[config.mk]
export PLATFORM = sky130hd
export DESIGN_NAME = tube_time_display
export DESIGN_NICKNAME = d
export VERILOG_FILES = /design/src/rtl/tube_pkg.sv /design/src/rtl/tube_seg_decode.sv /design/src/rtl/tube_time_display.sv
export SDC_FILE = /design/constraint.sdc
export NUM_CORES = 1
export LEC_CHECK = 0
export ABC_AREA = 1
export CAP_MARGIN = 10
export CORE_MARGIN = 3
export CORE_UTILIZATION = 32
export CTS_BUF_LIST = sky130_fd_sc_hd__clkbuf_2
export CTS_CLUSTER_DIAMETER = 120
export DETAILED_ROUTE_END_ITERATION = 12
export GPL_ROUTABILITY_DRIVEN = 0
export GPL_TIMING_DRIVEN = 0
export SKIP_LAST_GASP = 1
export SLEW_MARGIN = 20
export SYNTH_ARGS = -nofsm -noshare
export SYNTH_HDL_FRONTEND = slang
export SYNTH_SLANG_ARGS = --single-unit
[constraint.sdc]
create_clock -name clk -period 7.3 [get_ports clk]
set_input_delay 1.46 -clock clk [delete_from_list [all_inputs] [get_ports clk]]
set_output_delay 1.46 -clock clk [all_outputs]
set_load 0.03 [all_outputs]
[src/rtl/tube_pkg.sv]
// Shared types and constants for the seven-segment time display:
// segment codes, the 4-bit digit code, field limits and the BCD split helper.
package tube_pkg;

  localparam int unsigned FIELD_W = 6;
  localparam int unsigned SEG_W   = 8;
  localparam int unsigned IDX_W   = 3;

  localparam logic [SEG_W-1:0] SEG_0    = 8'h3F;
  localparam logic [SEG_W-1:0] SEG_1    = 8'h06;
  localparam logic [SEG_W-1:0] SEG_2    = 8'h5B;
  localparam logic [SEG_W-1:0] SEG_3    = 8'h4F;
  localparam logic [SEG_W-1:0] SEG_4    = 8'h66;
  localparam logic [SEG_W-1:0] SEG_5    = 8'h6D;
  localparam logic [SEG_W-1:0] SEG_6    = 8'h7D;
  localparam logic [SEG_W-1:0] SEG_7    = 8'h07;
  localparam logic [SEG_W-1:0] SEG_8    = 8'h7F;
  localparam logic [SEG_W-1:0] SEG_9    = 8'h6F;
  localparam logic [SEG_W-1:0] SEG_DASH = 8'h40;
  localparam logic [SEG_W-1:0] SEG_E    = 8'h79;
  localparam logic [SEG_W-1:0] SEG_OFF  = 8'h00;

  localparam logic [FIELD_W-1:0] HOUR_MAX = 6'd23;
  localparam logic [FIELD_W-1:0] MIN_MAX  = 6'd59;

  typedef enum logic [3:0] {
    DIG_0    = 4'd0,
    DIG_1    = 4'd1,
    DIG_2    = 4'd2,
    DIG_3    = 4'd3,
    DIG_4    = 4'd4,
    DIG_5    = 4'd5,
    DIG_6    = 4'd6,
    DIG_7    = 4'd7,
    DIG_8    = 4'd8,
    DIG_9    = 4'd9,
    DIG_DASH = 4'd10,
    DIG_E    = 4'd11,
    DIG_OFF  = 4'd15
  } digit_e;

  typedef struct packed {
    digit_e tens;
    digit_e units;
  } field_digits_t;

  // Split a 6-bit field into two digit codes; (v*205)>>11 is exact v/10 for v < 64.
  function automatic field_digits_t split_field(input logic [FIELD_W-1:0] v,
                                                input logic [FIELD_W-1:0] max_v);
    logic [13:0]   prod;
    logic [3:0]    tens;
    logic [3:0]    units;
    field_digits_t r;
    prod  = 14'(v) * 14'd205;
    tens  = 4'(prod >> 11);
    units = 4'(v - 6'(tens) * 6'd10);
    if (v > max_v) begin
      r = '{tens: DIG_E, units: DIG_E};
    end else begin
      r = '{tens: digit_e'(tens), units: digit_e'(units)};
    end
    return r;
  endfunction

endpackage

[src/rtl/tube_seg_decode.sv]
// Combinational digit-code to segment-pattern decoder ({dp,g,f,e,d,c,b,a}, active-high).
module tube_seg_decode
  import tube_pkg::*;
(
  input  digit_e             code,
  output logic [SEG_W-1:0]   seg_c
);

  always_comb begin
    seg_c = SEG_OFF;
    case (code)
      DIG_0:    seg_c = SEG_0;
      DIG_1:    seg_c = SEG_1;
      DIG_2:    seg_c = SEG_2;
      DIG_3:    seg_c = SEG_3;
      DIG_4:    seg_c = SEG_4;
      DIG_5:    seg_c = SEG_5;
      DIG_6:    seg_c = SEG_6;
      DIG_7:    seg_c = SEG_7;
      DIG_8:    seg_c = SEG_8;
      DIG_9:    seg_c = SEG_9;
      DIG_DASH: seg_c = SEG_DASH;
      DIG_E:    seg_c = SEG_E;
      default:  seg_c = SEG_OFF;
    endcase
  end

endmodule

[src/rtl/tube_time_display.sv]
// Multiplexed 8-digit "HH-MM-SS" tube driver; time is snapshotted once per scan frame.
module tube_time_display
  import tube_pkg::*;
#(
  parameter int unsigned SCAN_DIV = 25000,
  parameter int unsigned DIV_W    = 16
) (
  input  logic               clk,
  input  logic               rst,
  input  logic [FIELD_W-1:0] hour,
  input  logic [FIELD_W-1:0] minute,
  input  logic [FIELD_W-1:0] second,
  input  logic               blank,
  output logic [7:0]         an,
  output logic [SEG_W-1:0]   seg,
  output logic               frame_tick
);

  localparam logic [DIV_W-1:0] DIV_LAST = DIV_W'(SCAN_DIV - 1);

  logic [DIV_W-1:0]   div_q,    div_d;
  logic [IDX_W-1:0]   idx_q,    idx_d;
  logic [FIELD_W-1:0] hour_q,   hour_d;
  logic [FIELD_W-1:0] minute_q, minute_d;
  logic [FIELD_W-1:0] second_q, second_d;
  logic [7:0]         an_q,     an_d;
  logic [SEG_W-1:0]   seg_q,    seg_d;
  logic               tick_q,   tick_d;

  field_digits_t      hour_dig_c, minute_dig_c, second_dig_c;
  digit_e             dig_c;
  logic [SEG_W-1:0]   seg_dec_c;

  // Divider, digit index and frame-boundary snapshot.
  always_comb begin
    div_d    = div_q + DIV_W'(1);
    idx_d    = idx_q;
    hour_d   = hour_q;
    minute_d = minute_q;
    second_d = second_q;
    tick_d   = 1'b0;
    if (div_q == DIV_LAST) begin
      div_d = '0;
      idx_d = idx_q + 3'd1;
      if (idx_q == 3'd7) begin
        hour_d   = hour;
        minute_d = minute;
        second_d = second;
        tick_d   = 1'b1;
      end
    end
  end

  // Display works from next-state idx/snapshot so an/seg change on the same edge.
  always_comb begin
    hour_dig_c   = split_field(hour_d, HOUR_MAX);
    minute_dig_c = split_field(minute_d, MIN_MAX);
    second_dig_c = split_field(second_d, MIN_MAX);
    dig_c        = DIG_OFF;
    case (idx_d)
      3'd7: dig_c = hour_dig_c.tens;
      3'd6: dig_c = hour_dig_c.units;
      3'd5: dig_c = DIG_DASH;
      3'd4: dig_c = minute_dig_c.tens;
      3'd3: dig_c = minute_dig_c.units;
      3'd2: dig_c = DIG_DASH;
      3'd1: dig_c = second_dig_c.tens;
      3'd0: dig_c = second_dig_c.units;
      default: dig_c = DIG_OFF;
    endcase
    if (blank) begin
      dig_c = DIG_OFF;
    end
  end

  tube_seg_decode u_seg_decode (
    .code  (dig_c),
    .seg_c (seg_dec_c)
  );

  always_comb begin
    an_d  = blank ? 8'h00 : (8'd1 << idx_d);
    seg_d = seg_dec_c;
  end

  always_ff @(posedge clk) begin
    if (!rst) begin
      div_q    <= '0;
      idx_q    <= '0;
      hour_q   <= '0;
      minute_q <= '0;
      second_q <= '0;
      an_q     <= 8'h00;
      seg_q    <= SEG_OFF;
      tick_q   <= 1'b0;
    end else begin
      div_q    <= div_d;
      idx_q    <= idx_d;
      hour_q   <= hour_d;
      minute_q <= minute_d;
      second_q <= second_d;
      an_q     <= an_d;
      seg_q    <= seg_d;
      tick_q   <= tick_d;
    end
  end

  assign an         = an_q;
  assign seg        = seg_q;
  assign frame_tick = tick_q;

endmodule

==> flow_results.org, run 1 <==
** Clock network
- TritonCTS Buffers :: 5
- CTS max path bufs :: 2
- Postcts setup bufs :: 0
- Clock slew at reported path FFs :: 310 ps
- For this design, the sink count on the clock tree is 53.
- Clock insertion delay at the later pin of the skew report :: 480 ps
- CTS H-Tree Depth :: 2
- The tree is rooted in a sky130_fd_sc_hd__clkbuf_2.
- The number of hold buffers added after CTS was 0.
- Post-CTS repair changed the size of 0 cells.
- TritonCTS built the clock tree.

** Yosys
- Synthesized netlist net count :: 840
- Yosys top cell by area :: sky130_fd_sc_hd__dfxtp_1
- Number of enable flip-flop cells after synthesis :: 0
- Number of synthesized register bits :: 53
- In the synthesized netlist, the cells that appear most often are 129 x sky130_fd_sc_hd__nand2_1, 128 x sky130_fd_sc_hd__inv_1, 83 x sky130_fd_sc_hd__nor2_1, 78 x sky130_fd_sc_hd__ha_1, 54 x sky130_fd_sc_hd__nand3_1.
- After technology mapping, the gate count stands at 720.
- Summing every instance area after synthesis gives 5256 µm².
- Averaged over all synthesized cells, the footprint is 7.300 µm².
- Number of different library cells in the post-synthesis netlist :: 47
- Proportion of synthesized flip-flops having asynchronous set or reset :: 0
- Synth area leaders :: sky130_fd_sc_hd__dfxtp_1 20%, sky130_fd_sc_hd__ha_1 19%, sky130_fd_sc_hd__nand2_1 9.2%
- Cell with the most instances after synthesis :: sky130_fd_sc_hd__nand2_1
- The Yosys step of the flow raised 0 warnings.
- The share of synthesized area in the top cell type comes to 0.2019.
- The most used flip-flop cell after synthesis is sky130_fd_sc_hd__dfxtp_1.
- Part of the Yosys area used for sequential elements :: 0.2019

** Route
- In the routed design, unresolved DRC markers number 0.
- Number of detailed-routing iterations run before antenna repair :: 5
- Dividing the detail-routed via count by the number of cells gives 4.473.
- After detailed routing, the average wire length per cell comes to 11.79 µm.
- The detailed router finished its first iteration with 204 violations.
- Summed over all layers, the routed wires come to 11570 µm.
- Number of routed nets with antenna violations :: 0
- The final route contains 4388 vias.

** Power
- IR analysis of the VDD net gives a maximum drop of 0.00005710 V.
- Power spread over the standard cell area amounts to 86.06 nW/µm².
- Overall power consumption :: 513.2 µW
- Static leakage :: 0.003239 µW

** STA
- The max-slew violation count was 0.
- Minimum hold slack :: 476.2 ps
- The worst path needs 6310 ps of the cycle, external delays included.
- Setup repair after global routing left no endpoint under its margin.
- The number of hold violations in the final report is 0.
- Ratio of final minimum period to clock period :: 0.8644
- Slew Limit Headroom :: 0.5511
- Number of setup violations in the final report :: 0
- The worst path meets setup with 990.1 ps of slack.
- For the final routed database, the setup TNS stands at 0 ps.
- Worst-margin pin slew :: 673.4 ps
- Maximum clock frequency :: 158.5 MHz
- For the final database, setup skew stands at 44.13 ps.

** Hold path
- Counting instances, the worst hold path has a depth of 1.
- The worst hold path belongs to the class flop to flop.
- End point of the worst hold path :: div_q[0]
- The worst hold path begins at div_q[0].

** GRT
- Total Routing Usage GR :: 0.1347
- Global routing finished with a remaining overflow of 0.
- The first global-routing pass estimated 20110 µm of wire.
- Largest net degree at the start of global routing :: 19
- The number of antenna violations at the first check in global routing was 1.
- Number of global-route vias before repair :: 4253

** Floorplan
- Die Width :: 134.2 µm
- Initial Util :: 0.3285
- In this run the vertical extent of the chip is 134.2 µm.
- Overall die area :: 18000 µm²
- Row generation in the floorplan step produced 46 rows.
- In this run the count of I/O pins placed on the die edge is 38.
- The floorplan step defined a core boundary enclosing 16000 µm².

** Critical path
- Maximum fanout along the worst path :: 5
- In this design, the stage delay of the slowest critical-path cell is 460 ps.
- For the worst flop-to-flop path, the logic depth is 36.
- The startpoint identified for the worst register-to-register timing path is div_q[0].
- CP most frequent cell :: sky130_fd_sc_hd__nand2_1
- The worst register-to-register path ends at seg[1].
- Buffer and inverter count on the worst path :: 7
- The worst setup path is captured at a flop.
- STA classifies the critical path startpoint as an input port.
- For flop-to-flop paths, the worst setup slack is 1050 ps.
- STA puts the critical path data arrival time at 6760 ps.
- On the critical path, the stage with the largest delay is an instance of sky130_fd_sc_hd__clkdlybuf4s50_1.
- Top Family by Delay on Critical Path :: adder cells
- Required time of the worst setup path :: 7750 ps
- The setup path with the least slack is of type input port to flop.

** Placed design
- Detailed placement ended at an HPWL of 9685 µm.
- Setup Slack @ Placement :: 493.8 ps
- In this run the tool buffered the top-level ports with 36 buffer cells.

** Cells and area
- Layout cells sized above 1 :: 0.09948
- From synthesis to final layout, the design area changed by 13.45%.
- In the final design database the tool counted 883 nets.
- The layout has 1749 filler cells.
- Measured on the finished design, the core utilization comes to 0.3727.

** Outcome
- The run finished with clean final reports.

** Job
- Across the run, the number of max-cap violations was 0.
-- per-stage QoR --
stage	cells	instance area, µm²
after global routing	981	5963
final	981	5963
after detailed placement	972	5887
after global placement	972	5887
after floorplan	720	5256
after CTS	980	5961
-- cells in the final DEF, fill, tap and decap left out, types with 6 or more instances in the layout --
master | synthesis | routed
sky130_fd_sc_hd__a21oi_1 | 26 | 26
sky130_fd_sc_hd__clkdlybuf4s50_1 | 0 | 36
sky130_fd_sc_hd__dfxtp_1 | 53 | 53
sky130_fd_sc_hd__fa_1 | 21 | 21
sky130_fd_sc_hd__ha_1 | 78 | 78
sky130_fd_sc_hd__inv_1 | 128 | 128
sky130_fd_sc_hd__inv_2 | 7 | 7
sky130_fd_sc_hd__mux2i_1 | 8 | 8
sky130_fd_sc_hd__nand2_1 | 129 | 129
sky130_fd_sc_hd__nand2_2 | 23 | 23
sky130_fd_sc_hd__nand3_1 | 54 | 54
sky130_fd_sc_hd__nand3_2 | 6 | 6
sky130_fd_sc_hd__nand4_1 | 9 | 9
sky130_fd_sc_hd__nor2_1 | 83 | 83
sky130_fd_sc_hd__nor2_2 | 6 | 6
sky130_fd_sc_hd__nor3_1 | 11 | 11
sky130_fd_sc_hd__o21ai_0 | 12 | 12
sky130_fd_sc_hd__xor2_1 | 9 | 9
-- state kept, by name, summed over array words and instances (netlist names) --
signal      flops
an              8
minute_q        6
second_q        6
hour_q          6
idx_q           3
div_q          16
seg             7
frame_tick      1
-- worst max path at each step --
stage                         start      to  slack (ps)  depth (start not counted)
after global placement    second[4]  seg[1]         480                         31
after global routing       div_q[0]  seg[1]         420                         36
after CTS                  div_q[0]  seg[3]         990                         30
after detailed placement  second[4]  seg[1]         490                         31
final                     second[4]  seg[1]         990                         31
after floorplan           second[4]  seg[0]        1580                         29
-- layer usage --
metal  track usage  part of all wire
met5             0                 0
met2        0.2352              0.48
met1        0.1785              0.48
met4       0.03224            0.0089
met3       0.01500             0.032
-- final cells by class --
cell class	count	area, µm²	area share
Inverter	139	526.8	0.08833
Antenna cell	1	2.502	0.0004196
Buffer	7	56.30	0.009442
Timing Repair Buffer	36	360.3	0.06043
Clock buffer	5	25.02	0.004196
Sequential cell	53	1061	0.1779
Tap cell	216	270.3	0.04532
Clock inverter	3	48.80	0.008183
Multi-Input combinational cell	521	3612	0.6057
-- worst reg2reg max path: cells and delay by family (launching register included) --
kind                     cells  cell delay, ps
adder cells (fa/ha/maj)      7            2400
buffers and inverters        6             420
XOR/XNOR                     1             200
AND/OR/NAND/NOR             20            2000
flip-flops                   1             430
multiplexers                 1             540
AO/OA/AOI/OAI                1             210
-- kinds of logic after synthesis --
group,after synthesis,synth area share
multiplexers,8,0.01524
flip-flops,53,0.2019
AND/OR/NAND/NOR,343,0.3123
adder cells (fa/ha/maj),99,0.2657
AO/OA/AOI/OAI,55,0.06546
XOR/XNOR,15,0.02785
other,1,0.0007134
buffers and inverters,146,0.1109
-- where the power goes --
part,internal (µW),switching (µW)
Combinational,22.4,27.0
Sequential,295,1.91
Clock,60.1,106
(Power assumes the default switching activity.)
==> run 2, diff against run 1 <==
Settings changed: GPL_TIMING_DRIVEN 0 to unset.
==> run 2 against run 1 <==
First-iteration DRC count up 5.4%; clock power about the same; die area unchanged; cell count down 0.51%; largest power group unchanged; sequential power about the same; clock-buffer cell count unchanged; clock skew down 5.4 ps; combinational power down 3%; design area down 0.69%; global-route usage down 0.15 points; flip-flop and latch count unchanged; critical path depth down 4.
==> flow_results.org, run 2 (same netlist as run 1, synthesis figures left out) <==
** Outcome
- The run finished with clean final reports.

** Floorplan
- Overall die area :: 18000 µm²
- Vert. Die Dim :: 134.2 µm
- Standard-cell rows :: 46
- Core Area :: 16000 µm²
- Number of ports placed on the die boundary :: 38
- Initial Util :: 0.3285
- Die Width :: 134.2 µm

** Route
- Across all layers, the routed design uses 4392 vias.
- Iteration-0 DRC count of the detailed router :: 215
- Dividing the detail-routed wire length by the instance count gives 11.73 µm.
- Using the TritonRoute via totals, the vias-per-cell ratio works out to 4.500.
- Once detail routing completed, the nets flagged for antenna violations numbered 0.
- Before antenna repair, the detailed router went through 4 iterations.
- Final Routed Wirelength :: 11450 µm
- Remaining routing DRC violations :: 0

** GRT
- Number of antenna violations at the first check in global routing :: 1
- The number of global-route vias before repair is 4284.
- Met1 track demand over resource in global routing :: 0.1799
- Met3 track demand over resource in global routing :: 0.01388
- In the global route stage, overall resource usage came out at 0.1332.
- Most used routing layer :: met2
- Leftover overflow at the end of global routing :: 0
- Entering global routing, the biggest net connects 28 pins.
- For met2 alone, demand over resource in global routing was 0.2274.
- Wire length of the first global-routing pass :: 20060 µm

** STA
- Maximum clock frequency :: 162.2 MHz
- The max-slew violation count was 0.
- Headroom to the max-slew limit came out at 0.6283.
- Summed negative setup slack over all endpoints :: 0 ps
- The smallest clock period supported by the final layout is computed as 6167 ps.
- The number of hold violations in the final report is 0.
- Setup repair after global routing left no endpoint under its margin.
- Number of setup violations in the final report :: 0
- In the finished design, the share of the clock period the worst path needs comes to 0.8448.
- Final hold analysis gives a worst-case slack of 489.7 ps.
- For the pin with the worst max-slew slack, the measured transition is 542.0 ps.
- On the final layout, the worst clock skew is 38.73 ps.

** Clock network
- CTS H-Tree Depth :: 2
- Postcts setup bufs :: 0
- TritonCTS Buffers :: 5
- Clock insertion delay at the later pin of the skew report :: 470 ps
- Number of cells upsized or downsized after cts :: 0
- After clock tree synthesis, the clock-pin slew on the worst setup and hold paths is 310 ps.
- Root Buffer :: sky130_fd_sc_hd__clkbuf_2
- The longest clock path from root to sink contains 2 buffers.
- CTS sink count :: 53
- Buffers inserted to repair hold after CTS numbered 0.
- CTS tree :: yes

** Cells and area
- The sequential cells in the finished layout cover a total of 1061 µm².
- The library cell used most frequently in the layout, excluding fill and tap cells, is sky130_fd_sc_hd__nand2_1.
- Layout Cells excl Fill :: 976
- Nets :: 878
- Of the cells placed in the final design, the portion with a size suffix greater than 1 is 0.09750.
- Number of flip-flops in the largest register :: 16
- Area used by multi-input combinational logic :: 3612 µm²
- Register with the most flip-flops :: div_q
- Relative to the synthesized area, the layout overhead comes to 12.66%.
- Counting the fill cells in the layout gives 1748.
- In the layout the commonest cells are 129 x sky130_fd_sc_hd__nand2_1, 128 x sky130_fd_sc_hd__inv_1, 83 x sky130_fd_sc_hd__nor2_1, 78 x sky130_fd_sc_hd__ha_1, 54 x sky130_fd_sc_hd__nand3_1.

** Critical path
- Data on the critical path is required at its endpoint by 7740 ps.
- Of all nets on the critical path, the largest fanout is 10.
- The worst setup path is captured at a flop.
- For the worst setup path, the data arrival time is 6610 ps.
- Type of the worst setup path :: flop to flop
- Critical path launch point type :: flop

** Job
- Maximum capacitance violations :: 0

** Power
- The completed layout was analyzed and its total power is 509.0 µW.
- Summed over all cells, the static leakage comes to 0.003219 µW.
- Worst VDD drop :: 0.00006075 V
- Total power per unit cell area :: 85.95 nW/µm²

** Placed design
- After detailed placement, the design holds a cell count of 967.
- HPWL Detailed :: 9669 µm
- The count of buffers added on input and output ports is 36.

** Hold path
- The tightest min-delay check is of the flop to flop type.
[run 2: routing by layer]
metal / vias up / share of wire
li1: 2340 / -
met5: - / 0
met2: 71 / 0.47
met1: 1969 / 0.47
met3: 12 / 0.046
met4: 0 / 0.015
[run 2: metrics by stage]
stage | util | setup slack [ps] | area [µm²]
after detailed placement | 0.3653 | 591.4 | 5846
after global routing | 0.3701 | 534.3 | 5922
final | 0.3701 | 1133 | 5922
after floorplan | - | 1578 | 5256
after global placement | 0.3653 | 688.1 | 5846
after CTS | 0.3700 | 1032 | 5919
[run 2: where the power goes]
part | internal (µW) | leakage, µW | switching, µW
clock | 60.1 | 0.0000411 | 104
sequential | 295 | 0.000429 | 2.05
combinational | 22.1 | 0.00275 | 25.9
total | 377 | 0.00322 | 132
[run 2: worst max-delay path, cell delays in order (launching register included)]
cell and delay (ps):
sky130_fd_sc_hd__dfxtp_1 450, sky130_fd_sc_hd__ha_1 190, sky130_fd_sc_hd__ha_1 380, sky130_fd_sc_hd__inv_1 250, sky130_fd_sc_hd__nor2_8 290, sky130_fd_sc_hd__mux2i_1 370
sky130_fd_sc_hd__inv_1 130, sky130_fd_sc_hd__ha_1 330, sky130_fd_sc_hd__fa_1 380, sky130_fd_sc_hd__fa_1 450, sky130_fd_sc_hd__ha_1 350, sky130_fd_sc_hd__nand3_1 90
sky130_fd_sc_hd__a21oi_1 60, sky130_fd_sc_hd__a211oi_1 430, sky130_fd_sc_hd__nand2_2 100, sky130_fd_sc_hd__nand2_1 90, sky130_fd_sc_hd__nand2_1 70, sky130_fd_sc_hd__ha_1 280
sky130_fd_sc_hd__a21oi_1 70, sky130_fd_sc_hd__nor4_2 250, sky130_fd_sc_hd__nand3_1 130, sky130_fd_sc_hd__nor2_2 220, sky130_fd_sc_hd__inv_1 100, sky130_fd_sc_hd__ha_1 310
sky130_fd_sc_hd__nand2_2 70, sky130_fd_sc_hd__nand2_1 60, sky130_fd_sc_hd__nand4_1 80, sky130_fd_sc_hd__a21oi_1 150
[run 2: area by class of cell]
class | instances | area share
antenna | 1 | 0.0004226
clock buffer | 5 | 0.004226
clock inverter | 3 | 0.008240
inverter | 139 | 0.08895
multi-input combinational | 521 | 0.6100
sequential | 53 | 0.1792
tap | 216 | 0.04564
timing repair buffer | 38 | 0.06338
[run 2: worst paths after layout]
| check | slack [ps] | to | start | cells past startpoint |
|---|---|---|---|---|
| setup / recovery | 1130 | seg[3] | idx_q[0] | 27 |
| hold / removal | 490 | div_q[0] | div_q[0] | 1 |
| setup reg to reg | 1130 | seg[3] | idx_q[0] | 27 |
| hold reg to reg | 490 | div_q[0] | div_q[0] | 1 |
